==> src/rtl/aes_pkg.sv <==
// ---------------------------------------------------------------------------
// aes_pkg
// Shared AES constants and GF(2^8) helpers for the decryption datapath.
//   AES_POLY          : reduction constant of x^8 + x^4 + x^3 + x + 1
//   STATE_W           : width of the AES-128 state
//   NUM_ROWS/NUM_COLS : state geometry (4x4 bytes)
//   inv_mix_state_e   : FSM state encoding of the InvMixColumns stage
//   xtime, gf_mul9/b/d/e : constant multipliers for InvMixColumns
// ---------------------------------------------------------------------------
package aes_pkg;

    localparam logic [7:0] AES_POLY = 8'h1B;
    localparam int         STATE_W  = 128;
    localparam int         NUM_ROWS = 4;
    localparam int         NUM_COLS = 4;

    typedef enum logic [1:0] {
        ST_IDLE = 2'd0,
        ST_CALC = 2'd1,
        ST_DONE = 2'd2
    } inv_mix_state_e;

    // Multiply by {02}; the reduction folds bit 7 back in so nothing
    // carries out of the byte.
    function automatic logic [7:0] xtime(input logic [7:0] x);
        return {x[6:0], 1'b0} ^ (x[7] ? AES_POLY : 8'h00);
    endfunction

    // {09} = x8 ^ x
    function automatic logic [7:0] gf_mul9(input logic [7:0] x);
        logic [7:0] x2, x4, x8;
        x2 = xtime(x);
        x4 = xtime(x2);
        x8 = xtime(x4);
        return x8 ^ x;
    endfunction

    // {0b} = x8 ^ x2 ^ x
    function automatic logic [7:0] gf_mulb(input logic [7:0] x);
        logic [7:0] x2, x4, x8;
        x2 = xtime(x);
        x4 = xtime(x2);
        x8 = xtime(x4);
        return x8 ^ x2 ^ x;
    endfunction

    // {0d} = x8 ^ x4 ^ x
    function automatic logic [7:0] gf_muld(input logic [7:0] x);
        logic [7:0] x2, x4, x8;
        x2 = xtime(x);
        x4 = xtime(x2);
        x8 = xtime(x4);
        return x8 ^ x4 ^ x;
    endfunction

    // {0e} = x8 ^ x4 ^ x2
    function automatic logic [7:0] gf_mule(input logic [7:0] x);
        logic [7:0] x2, x4, x8;
        x2 = xtime(x);
        x4 = xtime(x2);
        x8 = xtime(x4);
        return x8 ^ x4 ^ x2;
    endfunction

endpackage

==> src/rtl/aes_inv_mix_columns_if.sv <==
// ---------------------------------------------------------------------------
// aes_inv_mix_columns_if
// Level handshake between AddRoundKey (master) and InvMixColumns (slave).
//   finish_add     : master -> slave, add_mat valid and held while high
//   add_mat        : master -> slave, 128-bit state, byte s(r,c) at 32*r+8*c
//   finish_inv_mix : slave -> master, result complete
//   inv_mix_mat    : slave -> master, 128-bit result, same byte layout
// ---------------------------------------------------------------------------
interface aes_inv_mix_columns_if;
    import aes_pkg::*;

    logic               finish_add;
    logic [STATE_W-1:0] add_mat;
    logic               finish_inv_mix;
    logic [STATE_W-1:0] inv_mix_mat;

    modport master (
        output finish_add,
        output add_mat,
        input  finish_inv_mix,
        input  inv_mix_mat
    );

    modport slave (
        input  finish_add,
        input  add_mat,
        output finish_inv_mix,
        output inv_mix_mat
    );

endinterface

==> src/rtl/aes_inv_mix_byte.sv <==
// ---------------------------------------------------------------------------
// aes_inv_mix_byte
// Combinational InvMixColumns for a single output byte.
//   col     : input  32-bit column, row r in col[8*r +: 8]
//   row_sel : input  output row 0..3
//   result  : output 0e*s(r) ^ 0b*s(r+1) ^ 0d*s(r+2) ^ 09*s(r+3), rows mod 4
// ---------------------------------------------------------------------------
module aes_inv_mix_byte
    import aes_pkg::*;
(
    input  logic [31:0] col,
    input  logic [1:0]  row_sel,
    output logic [7:0]  result
);

    logic [63:0] col_twice;
    logic [31:0] rot;

    // Every output row uses the same coefficient pattern on a rotated
    // column, so rotate by row_sel and apply one fixed expression.
    always_comb begin
        col_twice = {col, col};
        rot       = col_twice[{row_sel, 3'b000} +: 32];
        result    = gf_mule(rot[7:0])   ^ gf_mulb(rot[15:8]) ^
                    gf_muld(rot[23:16]) ^ gf_mul9(rot[31:24]);
    end

endmodule

==> src/rtl/aes_inv_mix_columns.sv <==
// ---------------------------------------------------------------------------
// aes_inv_mix_columns
// Iterative InvMixColumns stage of the AES-128 decryption datapath.
// Captures the state on the first sampled-high finish_add, then produces
// one result byte per clock (row-fastest order) and raises finish_inv_mix.
//   clk : input  rising-edge clock
//   rst : input  asynchronous active-high reset
//   bus : slave modport of aes_inv_mix_columns_if
// Build option: AES_INV_MIX_COL_PAR_EN computes a whole column per clock
// (four compute edges instead of sixteen).
// ---------------------------------------------------------------------------
module aes_inv_mix_columns
    import aes_pkg::*;
(
    input logic                   clk,
    input logic                   rst,
    aes_inv_mix_columns_if.slave  bus
);

    localparam logic [1:0] IDLE = 2'(ST_IDLE);
    localparam logic [1:0] CALC = 2'(ST_CALC);
    localparam logic [1:0] DONE = 2'(ST_DONE);

`ifdef AES_INV_MIX_COL_PAR_EN
    localparam int IDX_W = 2;
`else
    localparam int IDX_W = 4;
`endif

    logic [1:0]         state;
    logic [IDX_W-1:0]   idx;
    logic [STATE_W-1:0] cap_mat;
    logic [STATE_W-1:0] res_mat;
    logic               done_flag;
    logic [1:0]         col_sel;
    logic [31:0]        cap_col;

`ifdef AES_INV_MIX_COL_PAR_EN
    assign col_sel = idx;
`else
    assign col_sel = idx[3:2];
`endif

    // Gather the captured column being worked on into row-ordered bytes.
    always_comb begin
        cap_col[7:0]   = cap_mat[{2'd0, col_sel, 3'b000} +: 8];
        cap_col[15:8]  = cap_mat[{2'd1, col_sel, 3'b000} +: 8];
        cap_col[23:16] = cap_mat[{2'd2, col_sel, 3'b000} +: 8];
        cap_col[31:24] = cap_mat[{2'd3, col_sel, 3'b000} +: 8];
    end

`ifdef AES_INV_MIX_COL_PAR_EN
    logic [7:0] byte_out [NUM_ROWS];

    for (genvar r = 0; r < NUM_ROWS; r++) begin : g_row
        aes_inv_mix_byte u_byte (
            .col     (cap_col),
            .row_sel (2'(r)),
            .result  (byte_out[r])
        );
    end
`else
    logic [7:0] byte_out;

    aes_inv_mix_byte u_byte (
        .col     (cap_col),
        .row_sel (idx[1:0]),
        .result  (byte_out)
    );
`endif

    // Dropping finish_add wins over every state so an in-flight column is
    // abandoned cleanly; the captured state is left alone since it is
    // reloaded on the next IDLE->CALC entry anyway. idx wraps to zero on
    // the last compute edge, which is also the CALC->DONE edge.
    always_ff @(posedge clk or posedge rst) begin
        if (rst) begin
            state     <= IDLE;
            idx       <= '0;
            cap_mat   <= '0;
            res_mat   <= '0;
            done_flag <= 1'b0;
        end else if (!bus.finish_add) begin
            state     <= IDLE;
            idx       <= '0;
            res_mat   <= '0;
            done_flag <= 1'b0;
        end else begin
            case (state)
                IDLE: begin
                    cap_mat <= bus.add_mat;
                    idx     <= '0;
                    res_mat <= '0;
                    state   <= CALC;
                end
                CALC: begin
`ifdef AES_INV_MIX_COL_PAR_EN
                    for (int r = 0; r < NUM_ROWS; r++) begin
                        res_mat[{r[1:0], idx, 3'b000} +: 8] <= byte_out[r];
                    end
`else
                    res_mat[{idx[1:0], idx[3:2], 3'b000} +: 8] <= byte_out;
`endif
                    idx <= idx + 1'b1;
                    if (&idx) begin
                        done_flag <= 1'b1;
                        state     <= DONE;
                    end
                end
                DONE: begin
                    done_flag <= 1'b1;
                end
                default: begin
                    state <= IDLE;
                end
            endcase
        end
    end

    assign bus.finish_inv_mix = done_flag;
    assign bus.inv_mix_mat    = res_mat;

endmodule

==> src/flat_wrapper.sv <==
// flat-port wrapper written by rule: the top's interface ports become plain ports
module aes_inv_mix_columns_flat import aes_pkg::*;
  (clk, rst, bus_finish_add, bus_add_mat, bus_finish_inv_mix, bus_inv_mix_mat);
  aes_inv_mix_columns_if bus_i ();
  input logic clk;
  input logic rst;
  input wire logic [$bits(bus_i.finish_add)-1:0] bus_finish_add;
  input wire logic [$bits(bus_i.add_mat)-1:0] bus_add_mat;
  output wire logic [$bits(bus_i.finish_inv_mix)-1:0] bus_finish_inv_mix;
  output wire logic [$bits(bus_i.inv_mix_mat)-1:0] bus_inv_mix_mat;
  assign bus_i.finish_add = bus_finish_add;
  assign bus_i.add_mat = bus_add_mat;
  assign bus_finish_inv_mix = bus_i.finish_inv_mix;
  assign bus_inv_mix_mat = bus_i.inv_mix_mat;
  aes_inv_mix_columns u_core (.clk(clk), .rst(rst), .bus(bus_i));
endmodule
==> config.mk <==
export PLATFORM = sky130hd
export DESIGN_NAME = aes_inv_mix_columns_flat
export DESIGN_NICKNAME = d
export VERILOG_FILES = /design/src/rtl/aes_pkg.sv /design/src/rtl/aes_inv_mix_columns_if.sv /design/src/rtl/aes_inv_mix_byte.sv /design/src/rtl/aes_inv_mix_columns.sv /design/src/flat_wrapper.sv
export SDC_FILE = /design/constraint.sdc
export NUM_CORES = 1
export LEC_CHECK = 0
export CAP_MARGIN = 20
export CORE_ASPECT_RATIO = 1.25
export CORE_UTILIZATION = 56
export CTS_CLUSTER_SIZE = 20
export DETAILED_ROUTE_END_ITERATION = 10
export PLACE_DENSITY = 0.86
export SYNTH_ARGS = -nofsm -noshare
export SYNTH_HDL_FRONTEND = slang
export SYNTH_SLANG_ARGS = --single-unit
==> constraint.sdc <==
create_clock -name clk -period 16.9 [get_ports clk]
set_input_delay 2.535 -clock clk [delete_from_list [all_inputs] [get_ports clk]]
set_output_delay 2.535 -clock clk [all_outputs]
set_load 0.005 [all_outputs]
# Word level (Yosys, flattened, before mapping)
# Cells that the tools add are included.
dict set report totals {
  reg_bits 263
  input_bits 131
  out_inout_bits 129
  elab_cells 70
}
dict set report op_classes {
  n_addsub 2
  n_eq_ne 6
  shifts 7
  n_mux 23
  n_bitwise 22
  reduce_logical 5
}
# cell n
set ops {}
lappend ops {{128-bit case mux with 2 select lines} 1}
lappend ops {{128-bit by 8-bit variable part select with 8-bit output} 2}
lappend ops {{128-bit bitwise mux} 1}
lappend ops {{128-bit two-way mux} 1}
lappend ops {{8-bit by 9-bit variable shift with 128-bit output (first input constant)} 1}
lappend ops {{128-bit by 6-bit variable part select with 8-bit output} 1}
lappend ops {{128-bit by 7-bit variable part select with 8-bit output} 1}
lappend ops {{8-bit by 9-bit variable part select with 128-bit output} 1}
lappend ops {{8-bit by 5-bit XOR with 8-bit output} 12}
lappend ops {{8-bit XOR} 10}
lappend ops {{64-bit by 6-bit variable part select with 32-bit output} 1}
lappend ops {{5-bit two-way mux} 12}
lappend ops {{7-bit negator with 9-bit output} 1}
lappend ops {{4-bit case mux with 2 select lines} 1}
lappend ops {{3-bit by 1-bit inequality test with 1-bit output (second input constant)} 2}
lappend ops {{2-bit case mux with 3 select lines} 1}
lappend ops {{2-bit AND reduction} 3}
lappend ops {{4-bit by 1-bit adder with 4-bit output (second input constant)} 1}
lappend ops {{2-bit two-way mux} 2}
lappend ops {{4-bit two-way mux} 1}
lappend ops {{4-bit AND reduction} 1}
lappend ops {{3-bit by 2-bit inequality test with 1-bit output (second input constant)} 1}
lappend ops {{2-bit by 1-bit == test with 1-bit output (second input constant)} 1}
lappend ops {{2-bit == test (second input constant)} 1}
lappend ops {{4 further kinds} 5}

# Logic depth before layout (Yosys ltp)
dict set report depth {
  word_depth 17
  mapped_depth 15
  ltp_nobuf 10
}

# Cells and area by module
# Synthesis repeated with hierarchy kept, for this count alone.
dict set report hier_totals {
  cells_unflattened 876
  hier_area_um2 12712.2
}
# mod instances cells_per_inst area_each_um2 seq_area_each_um2
set modules_own_cells {}
lappend modules_own_cells {aes_inv_mix_columns 1 718 10918.0 6581.3}
lappend modules_own_cells {aes_inv_mix_byte 1 158 1794.2 0.0}

# Least setup slack after synthesis
# Ideal clock, no wire load.
dict set report synth_path {
  path_type {input to register}
  from {in bus_finish_add}
  to {reg u_core.cap_mat[27]}
  setup_ps 125
  t_arrival_ps 3869
  required_time_ps 16775
  slack_ps 12906
  stages 4
  n_path_buf 2
  path_cell_list {nor3b_1 clkbuf_1 clkbuf_1 mux2_2}
}
dict set report synth_between {
  elab_chain_len 1
}
# element line
set synth_rtl {}
lappend synth_rtl {{from (decl)} flat_wrapper.sv:7} ;# input wire logic [$bits(bus_i.finish_add)-1:0] bus_finish_add;
lappend synth_rtl {{2-bit AND reduction (no source line)} --}
lappend synth_rtl {{to (signal assigned)} aes_inv_mix_columns.sv:91} ;# cap_mat <= bus.add_mat;
lappend synth_rtl {{to (decl)} aes_inv_mix_columns.sv:32} ;# logic [STATE_W-1:0] cap_mat;
# No other way between the ends.
# A chain may end at the register's enable or synchronous reset.

# Worst setup path in the final report
dict set report layout_path {
  from {in bus_finish_add}
  to {reg u_core.cap_mat[10]}
}
# Same word-level chain as after synthesis.

==> metrics.md <==
| Metric | Value |
|---|---|
| Mean cell area of the mapped netlist | `13.44 sq um` |
| Residual DRC | `0` |
| Setup WS pre-CTS | `11.53 ns` |
| Internal | `1.469 mW` |
| Clock Tree Root | `clkbuf_16` |
| Initial core utilization | `57.01%` |
| Design area | `16,240 sq um` |
| Buffers on Ports | `259` |
| Synth cell types | `52` |
| Relative slew slack | `20.42%` |
| Final setup violation count | `0` |
| Max layer used | `met4` |
| Clk_skew | `0.01085 ns` |
| Layout cell share with drive strength beyond 1 | `19.90%` |
| Via-per-instance ratio | `5.947` |
| Cells after synthesis | `942` |
| Flop pwr share | `28.3%` |
| Remaining Overflow, GRT | `0` |
| # fillers | `1,482` |
| # rows | `61` |
| Number of global-route vias before repair | `9,162` |
| CP arrival | `5.27 ns` |
| Post-DR wirelength/cell | `21.61 microns` |
| # hold bufs at CTS | `0` |
| Status | `finished clean` |
| DR iter-0 viols | `572` |
| Critical path class | `in2reg` |
| Warnings, synthesis | `0` |
| CP Launch Type | `input pin` |
| Final hold vios | `0` |
| Syn nets | `1,078` |
| Comb pwr share | `50.7%` |
| Met2 wire length | `16,920 microns` |
| Initial antenna violation count | `0` |
| Die Y | `170.1 microns` |
| Final RePlAce weighted congestion | `0.8660` |
| WL met3 | `1502 microns` |
| H-tree depth | `1` |
| Clock power share | `21.1%` |
| CTS Buf Count | `25` |
| Top Ports | `260` |
| Net Switching | `1.183 mW` |
| Die area | `23,220 sq um` |
| Post-CTS Resized | `0` |
| All-Layer GR Usage | `28.33%` |
| Clock transition at path regs | `0.06 ns` |
| VDD IR-drop max | `0.0002633 V` |
| Bufs on Longest Clock Path | `3` |
| Die Wd | `136.5 microns` |
| Sequential Area | `6585 sq um` |
| Power Total | `2.652 mW` |
| Antenna-violating nets left | `0` |
| Final net count | `1,320` |
| Max Transition Viols Final | `0` |
| Reported max-cap violation count | `0` |
| Area growth, synth to finish | `28.26%` |
| Slack of the critical path | `12.04 ns` |
| Synthesized area | `12,660 sq um` |
| First-pass GRT wire length | `50,490 microns` |
| Fin util | `73.12%` |
| Worst skew pair latency | `0.53 ns` |
| Crit-path max FO | `77` |
| Setup TNS Final | `0 ns` |
| Register bit count reported by yosys | `263` |
| Hpwl dp | `22,550 microns` |
| DR vias | `8,825` |
| Tmin final | `4.861 ns` |
| WHS | `0.4849 ns` |
| DRT Wirelength | `32,070 microns` |
| Worst slew pin tran | `1.188 ns` |
| Non-filler cells, final | `1,484` |
| DP Cell Count | `1,438` |
| 1st-pass router iterations | `7` |
| Fmax | `0.2057 GHz` |
| WL met1 | `12,730 microns` |
| Worst min path class | `reg2reg` |
| CORE AREA | `22,210 sq um` |
| Fin crit share | `28.76%` |
| Ant diodes | `0` |
| Switching Fraction | `44.61%` |
| Clock Sinks | `263` |
| Power density cells | `163.3 nW/um^2` |
| Placed Area | `15,390 sq um` |
| Seq/Total Area, Yosys | `51.98%` |
| CTS tree | `done` |
| CP Capture Type | `register` |
| Post-CTS Setup Inserts | `0` |
| Required @ worst endpoint | `17.31 ns` |
| Unrepaired setup endpoints after global routing | `false` |
| Largest net degree at the start of global routing | `130` |
| Pleak | `6.718 nW` |
| Area of the multi-input gates | `5742 sq um` |
==> synth_stat cells (all sizes together) <==
cell type	instances	share of area (%)
and3b	1	0.069
nand2	48	1.4
a21boi	1	0.059
a211oi	2	0.16
xnor3	5	0.90
nor4b	1	0.069
or3b	1	0.069
nor2b	11	0.54
a21oi	9	0.44
mux4	29	5.2
o31ai	11	0.65
xnor2	52	4.0
mux2i	71	5.6
nor2	26	0.77
o21ai	28	1.1
a31oi	1	0.049
or2	2	0.099
ha	5	0.49
a21o	1	0.059
mux2	138	12
nor3b	1	0.059
xor2	18	1.3
buf	30	1.8
inv	11	0.33
nand3	1	0.039
clkbuf	25	0.74
nor3	10	0.40
nand3b	1	0.059
a32oi	1	0.069
o221ai	1	0.069
or3	2	0.099
dfrtp	263	52
and2	3	0.15
o211ai	2	0.12
a22o	114	7.9
o22ai	2	0.099
a22oi	8	0.47
nand4	1	0.049
nand2b	4	0.20
and4	1	0.069
==> metal layers <==
layer	GRT usage [%]	vias to the layer above
met5	0	-
met4	9.855	0
met3	2.979	50
met2	50.03	351
met1	35.96	4483
li1	-	3941
==> worst max-delay path, stage by stage <==
cell             delay, ns
clkdlybuf4s50_1       0.60
nor3b_2               0.21
buf_4                 0.56
buf_4                 0.84
mux2_2                0.42
==> cell type report <==
type | count | share of cell area, %
Sequential cell | 263 | 40.55
Multi-Input combinational cell | 613 | 35.35
Timing Repair Buffer | 270 | 16.56
Clock buffer | 38 | 4.646
Tap cell | 283 | 2.180
Clock inverter | 6 | 0.4083
Inverter | 11 | 0.3005
==> cell families (layout without fill, tap and decap cells) <==
logic type / Yosys count / after routing / share of synthesized area, %
XOR/XNOR: 75 / 75 / 6.215
adder cells (fa/ha/maj): 5 / 5 / 0.4941
multiplexers: 238 / 238 / 23.07
AND/OR/NAND/NOR: 114 / 114 / 4.160
buffers and inverters: 66 / 325 / 2.836
AO/OA/AOI/OAI: 181 / 181 / 11.25
flip-flops: 263 / 263 / 51.98
==> final timing paths <==
| path | start | end | slack, ns | cells past startpoint |
|---|---|---|---|---|
| worst max-delay path | bus_finish_add | u_core.cap_mat[10]$_DFFE_PP0P_ | 12.04 | 5 |
| worst min-delay path | u_core.bus.inv_mix_mat[116]$_DFFE_PP0P_ | u_core.bus.inv_mix_mat[116]$_DFFE_PP0P_ | 0.48 | 2 |
| worst max register to register | u_core.idx[2]$_DFFE_PP0P_ | u_core.bus.inv_mix_mat[22]$_DFFE_PP0P_ | 12.07 | 9 |
| worst min register to register | u_core.bus.inv_mix_mat[116]$_DFFE_PP0P_ | u_core.bus.inv_mix_mat[116]$_DFFE_PP0P_ | 0.48 | 2 |
| max in group asynchronous | rst | u_core.cap_mat[75]$_DFFE_PP0P_ | 12.86 | 3 |
| min in group asynchronous | rst | u_core.cap_mat[22]$_DFFE_PP0P_ | 2.63 | 2 |
==> power by group through the flow <==
stage	registers, mW	clock network, mW	logic (mW)
2_1_floorplan	0.745	0	0.893
3_3_place_gp	0.753	0	1.26
3_5_place_dp	0.759	0	1.27
4_1_cts	0.749	0.567	1.29
5_1_grt	0.759	0.593	1.40
6_report	0.750	0.558	1.34
==> flip-flops by register name (all words and copies together) (netlist names) <==
register                   flops
u_core.cap_mat               128
u_core.idx                     4
u_core.bus.finish_inv_mix      1
u_core.bus.inv_mix_mat       128
u_core.state                   2
==> cells in the final DEF, fill, tap and decap left out, drive strengths merged, types with 2 or more instances in the layout <==
cell type / Yosys / final
ha: 5 / 5
a21oi: 9 / 9
nand2: 48 / 48
mux2: 138 / 138
clkinv: 0 / 4
nor3: 10 / 10
mux2i: 71 / 71
a22o: 114 / 114
clkbuf: 25 / 38
o21ai: 28 / 28
inv: 11 / 12
and2: 3 / 3
dfrtp: 263 / 263
o31ai: 11 / 11
or2: 2 / 2
nand2b: 4 / 4
buf: 30 / 11
xnor3: 5 / 5
xnor2: 52 / 52
a211oi: 2 / 2
a22oi: 8 / 8
nor2b: 11 / 11
nor2: 26 / 26
o22ai: 2 / 2
mux4: 29 / 29
clkdlybuf4s50: 0 / 259
or3: 2 / 2
xor2: 18 / 18
o211ai: 2 / 2
Power figures use the tool's default switching activity.
